===== src/rtl/reg_alu_pkg.sv =====
// Shared encodings for reg_alu: ALU opcodes, writeback selects and PSR flag positions.
package reg_alu_pkg;

   typedef enum logic [4:0] {
      OP_ADD = 5'b00000,
      OP_SUB = 5'b00001,
      OP_AND = 5'b00010,
      OP_OR  = 5'b00011,
      OP_XOR = 5'b00100,
      OP_NOT = 5'b00101,
      OP_MOV = 5'b00110,
      OP_LUI = 5'b00111,
      OP_SLL = 5'b01000,
      OP_SRL = 5'b01001,
      OP_SRA = 5'b01010
   } alu_op_e;

   typedef enum logic [1:0] {
      WB_PC1 = 2'b00,
      WB_IMM = 2'b01,
      WB_ALU = 2'b10,
      WB_MEM = 2'b11
   } wb_sel_e;

   localparam int PSR_N = 4;
   localparam int PSR_Z = 3;
   localparam int PSR_F = 2;
   localparam int PSR_L = 1;
   localparam int PSR_C = 0;

endpackage


===== src/rtl/reg_alu_alu.sv =====
// alu16: combinational 16-bit ALU with {N,Z,F,L,C} flags; N/Z/L always compare A and B.
module alu16
   import reg_alu_pkg::*;
(
   input  logic [15:0] a,
   input  logic [15:0] b,
   input  logic [4:0]  op,
   output logic [15:0] result,
   output logic [4:0]  psr
);

   logic [16:0] sum_s;
   logic [16:0] diff_s;

   assign sum_s  = {1'b0, a} + {1'b0, b};
   assign diff_s = {1'b0, a} - {1'b0, b};

   // Result select plus flags; C and F only carry meaning for ADD/SUB.
   always_comb begin
      result       = 16'h0000;
      psr          = 5'b00000;
      psr[PSR_N]   = ($signed(a) < $signed(b));
      psr[PSR_Z]   = (a == b);
      psr[PSR_L]   = (a < b);
      case (op)
         OP_ADD: begin
            result     = sum_s[15:0];
            psr[PSR_C] = sum_s[16];
            psr[PSR_F] = (a[15] == b[15]) && (sum_s[15] != a[15]);
         end
         OP_SUB: begin
            result     = diff_s[15:0];
            psr[PSR_C] = diff_s[16];
            psr[PSR_F] = (a[15] != b[15]) && (diff_s[15] != a[15]);
         end
         OP_AND:  result = a & b;
         OP_OR:   result = a | b;
         OP_XOR:  result = a ^ b;
         OP_NOT:  result = ~b;
         OP_MOV:  result = b;
         OP_LUI:  result = {b[7:0], 8'h00};
         OP_SLL:  result = a << b[3:0];
         OP_SRL:  result = a >> b[3:0];
         OP_SRA:  result = $signed(a) >>> b[3:0];
         default: result = 16'h0000;
      endcase
   end

endmodule


===== src/rtl/reg_alu.sv =====
// reg_alu: 16x16 regfile written on the falling clock edge, operand/writeback muxes around alu16.
// Optional REG_ALU_R0_ZERO_EN hardwires r0 to zero.
module reg_alu
   import reg_alu_pkg::*;
(
   input  logic        clk,
   input  logic        rst,
   input  logic        write,
   input  logic        IMM_MUX,
   input  logic [1:0]  WB_MUX,
   input  logic [3:0]  rSrc,
   input  logic [3:0]  rDst,
   input  logic [4:0]  aluOp,
   input  logic [15:0] pc1,
   input  logic [15:0] imm,
   input  logic [15:0] mem_data,
   output logic [15:0] dSrc,
   output logic [15:0] dDst,
   output logic [4:0]  psrOut
);

   logic [15:0] regs_q [16];
   logic [15:0] regs_d [16];
   logic [15:0] op_b_s;
   logic [15:0] alu_res_s;
   logic [15:0] wb_s;

   assign dSrc = regs_q[rSrc];
   assign dDst = regs_q[rDst];

   // Operand B and writeback source selection.
   always_comb begin
      if (IMM_MUX) begin
         op_b_s = imm;
      end else begin
         op_b_s = dSrc;
      end
      case (WB_MUX)
         WB_PC1:  wb_s = pc1;
         WB_IMM:  wb_s = imm;
         WB_ALU:  wb_s = alu_res_s;
         WB_MEM:  wb_s = mem_data;
         default: wb_s = 16'h0000;
      endcase
   end

   alu16 u_alu (
      .a      (dDst),
      .b      (op_b_s),
      .op     (aluOp),
      .result (alu_res_s),
      .psr    (psrOut)
   );

   // Next regfile contents; no read bypass, the write lands at the falling edge.
   always_comb begin
      regs_d = regs_q;
      if (write) begin
         regs_d[rDst] = wb_s;
      end else begin
         regs_d = regs_q;
      end
`ifdef REG_ALU_R0_ZERO_EN
      regs_d[0] = 16'h0000;
`endif
   end

   // Regfile storage, cleared asynchronously while rst is low.
   always_ff @(negedge clk or negedge rst) begin
      if (!rst) begin
         for (int i = 0; i < 16; i++) begin
            regs_q[i] <= 16'h0000;
         end
      end else begin
         regs_q <= regs_d;
      end
   end

endmodule


===== config.mk =====
export PLATFORM = sky130hd
export DESIGN_NAME = reg_alu
export DESIGN_NICKNAME = d
export VERILOG_FILES = /design/src/rtl/reg_alu_pkg.sv /design/src/rtl/reg_alu_alu.sv /design/src/rtl/reg_alu.sv
export SDC_FILE = /design/constraint.sdc
export NUM_CORES = 1
export LEC_CHECK = 0
export CELL_PAD_IN_SITES_DETAIL_PLACEMENT = 0
export CELL_PAD_IN_SITES_GLOBAL_PLACEMENT = 1
export CORE_MARGIN = 5
export CORE_UTILIZATION = 25
export DETAILED_ROUTE_END_ITERATION = 10
export DONT_BUFFER_PORTS = 1
export PLACE_DENSITY_LB_ADDON = 0.08
export SLEW_MARGIN = 25
export SYNTH_ARGS = -nofsm -noshare
export SYNTH_HDL_FRONTEND = slang
export SYNTH_SLANG_ARGS = --single-unit

===== constraint.sdc =====
create_clock -name clk -period 9.3 [get_ports clk]
set_input_delay 1.395 -clock clk [delete_from_list [all_inputs] [get_ports clk]]
set_output_delay 1.395 -clock clk [all_outputs]
set_load 0.05 [all_outputs]

==> impl_metrics.xml <==
<?xml version="1.0" encoding="UTF-8"?>
<metrics>
  <group name="logic_synthesis">
    <metric name="synth_nets" unit="">2222</metric>
    <metric name="synth_area_per_cell" unit="sq um">9.29</metric>
    <metric name="synth_sequential_area_ratio" unit="%">32.8</metric>
    <metric name="synth-seq-cells" unit="">256</metric>
    <metric name="synth_flop_cell" unit="">sky130_fd_sc_hd__dfrtn_1</metric>
    <metric name="yosys.cell_count.top_type" unit="">sky130_fd_sc_hd__nand2_1</metric>
    <metric name="synth_cell_type_count" unit="">94</metric>
    <metric name="synthTopCellsByCount" unit="">sky130_fd_sc_hd__nand2_1 (304), sky130_fd_sc_hd__dfrtn_1 (256), sky130_fd_sc_hd__o21ai_0 (230)</metric>
    <metric name="post_synth_edffs" unit="">0</metric>
    <metric name="share_of_the_synthesized_area_in_the_top_cell_type" unit="%">32.8</metric>
    <metric name="ys_async_sr_fraction" unit="%">100</metric>
    <metric name="synthTopCellsByArea" unit="">sky130_fd_sc_hd__dfrtn_1 (33%), sky130_fd_sc_hd__mux4_2 (17%), sky130_fd_sc_hd__o21ai_0 (5.9%)</metric>
    <metric name="yosys_warnings" unit="">0</metric>
    <metric name="synth.cell_area" unit="sq um">19500</metric>
    <metric name="syn_inst" unit="">2102</metric>
    <metric name="synth_area_leader_cell" unit="">sky130_fd_sc_hd__dfrtn_1</metric>
  </group>
  <group name="grt">
    <metric name="grt_max_degree" unit="">257</metric>
    <metric name="number_of_global_route_vias_before_repair" unit="">19600</metric>
    <metric name="grt_overflow_total" unit="">0</metric>
    <metric name="grt_antenna_before_repair" unit="">1</metric>
    <metric name="grt_util_all_layers" unit="%">23.8</metric>
    <metric name="wire_length_of_the_first_global_routing_pass" unit="um">145000</metric>
  </group>
  <group name="final_layout">
    <metric name="final-instance-count-excl-fill" unit="">3528</metric>
    <metric name="finalInstanceArea" unit="sq um">26700</metric>
    <metric name="number_of_diodes" unit="">0</metric>
    <metric name="largest_register_ff_count" unit="">256</metric>
    <metric name="largest_registers_ranked_by_flip_flop_count" unit="">regs_q: 256 flops</metric>
    <metric name="largest_register" unit="">regs_q</metric>
    <metric name="synthToLayoutAreaGrowth" unit="%">36.9</metric>
    <metric name="fin_nets" unit="">2583</metric>
    <metric name="post_route_cells_drive_above_1_share" unit="%">38.9</metric>
  </group>
  <group name="power">
    <metric name="sequentialPowerShare" unit="%">25.5</metric>
    <metric name="power_density_cells" unit="nW/um^2">232</metric>
    <metric name="p_leak" unit="nW">10.9</metric>
    <metric name="total_power" unit="mW">6.20</metric>
    <metric name="power_switching" unit="mW">2.46</metric>
    <metric name="internal-power" unit="mW">3.74</metric>
    <metric name="p_clk_share" unit="%">22.0</metric>
    <metric name="power.share.combinational" unit="%">52.5</metric>
    <metric name="power.switching_fraction" unit="%">39.7</metric>
    <metric name="worst_ir_drop_vdd" unit="V">0.000104</metric>
  </group>
  <group name="critical_path">
    <metric name="required" unit="ps">7910</metric>
    <metric name="worst-endpoint-arrival" unit="ps">9010</metric>
    <metric name="critical_path.endpoint_type" unit="">primary output</metric>
    <metric name="worst-setup-path-type" unit="">register to primary output</metric>
    <metric name="cp_startpoint_kind" unit="">register</metric>
    <metric name="worstPathMaxFanout" unit="">4</metric>
  </group>
  <group name="clocking">
    <metric name="clock-root-buffer" unit="">sky130_fd_sc_hd__clkbuf_16</metric>
    <metric name="cts_buffers" unit="">36</metric>
    <metric name="cts_max_path_buffers" unit="">3</metric>
    <metric name="cts_sinks" unit="">256</metric>
    <metric name="worst_setup_hold_path_clk_slew" unit="ps">40</metric>
    <metric name="cts_tree" unit="">done</metric>
    <metric name="worst_skew_pair.late_latency" unit="ps">550</metric>
    <metric name="htreeDepth" unit="">2</metric>
  </group>
  <group name="job">
    <metric name="max_cap_viol_count" unit="">0</metric>
  </group>
  <group name="placement">
    <metric name="number_of_i_o_port_buffers" unit="">0</metric>
    <metric name="place.gp.congestion" unit="">0.914</metric>
    <metric name="post-place-cells" unit="">3415</metric>
    <metric name="place_area" unit="sq um">24100</metric>
    <metric name="hpwlAfterDp" unit="um">71000</metric>
    <metric name="pre_cts_ws" unit="ps">-1190</metric>
  </group>
  <group name="sta">
    <metric name="timing.final.ws_setup" unit="ps">-1100</metric>
    <metric name="timing_worst_slew_pin_value" unit="ps">1030</metric>
    <metric name="hold_viol_final" unit="">0</metric>
    <metric name="fin_setup_tns" unit="ps">-49360</metric>
    <metric name="worst_slew_margin_rel" unit="%">31.0</metric>
    <metric name="fin_worst_skew" unit="ps">16.5</metric>
    <metric name="setup_viol" unit="">180</metric>
    <metric name="rsz0062_at_grt" unit="">yes</metric>
    <metric name="slew_violations" unit="">0</metric>
  </group>
  <group name="floorplan">
    <metric name="dieHeight" unit="um">290</metric>
    <metric name="dieArea" unit="sq um">83800</metric>
    <metric name="io_pins" unit="">104</metric>
    <metric name="die_w" unit="um">290</metric>
    <metric name="initial_core_util" unit="%">25.2</metric>
    <metric name="core.rowCount" unit="">102</metric>
    <metric name="floorplan.core_area" unit="sq um">77500</metric>
  </group>
  <group name="route">
    <metric name="drt_iter0_drc" unit="">1622</metric>
    <metric name="drt-pass1-iter-count" unit="">6</metric>
    <metric name="detail_route.wl_per_cell" unit="um">28.9</metric>
    <metric name="ant_nets" unit="">0</metric>
    <metric name="num_vias" unit="">19400</metric>
    <metric name="viasPerCell" unit="">5.50</metric>
    <metric name="post-route-drc-count" unit="">0</metric>
    <metric name="detail_route.wirelength" unit="um">102000</metric>
  </group>
  <group name="outcome">
    <metric name="failed_checks" unit="">negative setup slack</metric>
    <metric name="outcome" unit="">complete, but fails checks</metric>
  </group>
  <group name="min_path">
    <metric name="hold_path.class" unit="">register to register</metric>
  </group>
</metrics>
-- power groups by stage --
stage | combinational (mW) | sequential (mW) | clock (mW)
after floorplan | 1.64 | 1.53 | 0
after global placement | 2.84 | 1.58 | 0
after detailed placement | 2.84 | 1.59 | 0
after CTS | 3.10 | 1.57 | 1.40
after global routing | 3.43 | 1.61 | 1.44
final | 3.26 | 1.58 | 1.36
-- logic make-up (layout without fill, tap and decap cells) --
logic type                 after synthesis  after routing  share of synthesized area [%]
AOI/OAI and AO/OA                      686            686                           21.9
and+or+nand+nor                        639            639                           14.3
DFF                                    256            256                           32.8
muxes                                  236            236                           21.8
buffers and inverters                  227            613                           5.55
adders and majority gates               53             53                           3.47
xor gates and xnor gates                 5              5                          0.224
-- timing repair --
item                       CTS  global route
pin swaps                   59            79
buffers inserted            51            18
gates cloned                 4             3
gates resized for setup    126           139
hold buffers                 0             0
setup endpoints to repair  212           213
-- per-stage QoR --
step	hold WS [ps]	util, %
detailed placement	453	31.1
global route	468	34.5
finish	451	34.5
global placement	437	31.1
floorplan	420	-
CTS	453	33.7
-- area by class of cell --
| type | instances | area [sq um] |
|---|---|---|
| fill | 7938 | 50700 |
| multi-input combinational | 1619 | 13400 |
| sequential | 256 | 6410 |
| timing repair buffer | 495 | 4330 |
| tap | 1040 | 1300 |
| clock buffer | 55 | 1050 |
| inverter | 55 | 211 |
| clock inverter | 8 | 76.3 |
-- routing by layer --
metal	track usage, %	up-vias	routed length [um]
li1	-	8636	-
met1	32.1	9923	44700
met2	39.9	681	48400
met3	3.43	170	5490
met4	6.74	0	3300
met5	0	-	0
-- critical path, stage by stage, from the launching register on --
cell                       delay [ps]
sky130_fd_sc_hd__dfrtn_1          350
sky130_fd_sc_hd__mux4_2           480
sky130_fd_sc_hd__mux4_2           620
sky130_fd_sc_hd__mux2i_4          310
sky130_fd_sc_hd__inv_1             90
sky130_fd_sc_hd__ha_2             200
sky130_fd_sc_hd__or2_4            230
sky130_fd_sc_hd__nand2b_4         180
sky130_fd_sc_hd__o32a_1           370
sky130_fd_sc_hd__a31oi_4          220
sky130_fd_sc_hd__o21ba_4          170
sky130_fd_sc_hd__o21ai_2           60
sky130_fd_sc_hd__a21oi_2          130
sky130_fd_sc_hd__o21bai_2          90
sky130_fd_sc_hd__a31o_4           310
-- final timing paths --
| kind | from | to | slack, ps | cells after the start |
|---|---|---|---|---|
| max | regs_q[4]$_DFFE_NN0P_ | psrOut[0] | -1100 | 14 |
| min | regs_q[214]$_DFFE_NN0P_ | regs_q[214]$_DFFE_NN0P_ | 450 | 2 |
| max reg2reg | regs_q[1]$_DFFE_NN0P_ | regs_q[190]$_DFFE_NN0P_ | 4730 | 17 |
| min reg2reg | regs_q[214]$_DFFE_NN0P_ | regs_q[214]$_DFFE_NN0P_ | 450 | 2 |
| max in group asynchronous | rst | regs_q[128]$_DFFE_NN0P_ | 3390 | 0 |
| min in group asynchronous | rst | regs_q[52]$_DFFE_NN0P_ | 5100 | 0 |
-- cells in the final DEF (no fill, tap or decap), drive strengths merged, types with 27 or more instances in the layout --
cell type / Yosys / layout
buf: 67 / 492
nand2: 304 / 304
o21ai: 269 / 269
dfrtn: 256 / 256
nor2: 156 / 156
a21oi: 148 / 148
mux4: 144 / 144
nand3: 76 / 76
a31oi: 58 / 58
inv: 54 / 57
clkbuf: 105 / 57
mux2i: 54 / 54
ha: 51 / 51
mux2: 38 / 38
a211oi: 37 / 37
o211ai: 29 / 29
nor3: 27 / 27
No activity file was read; power rests on OpenSTA's default activity.
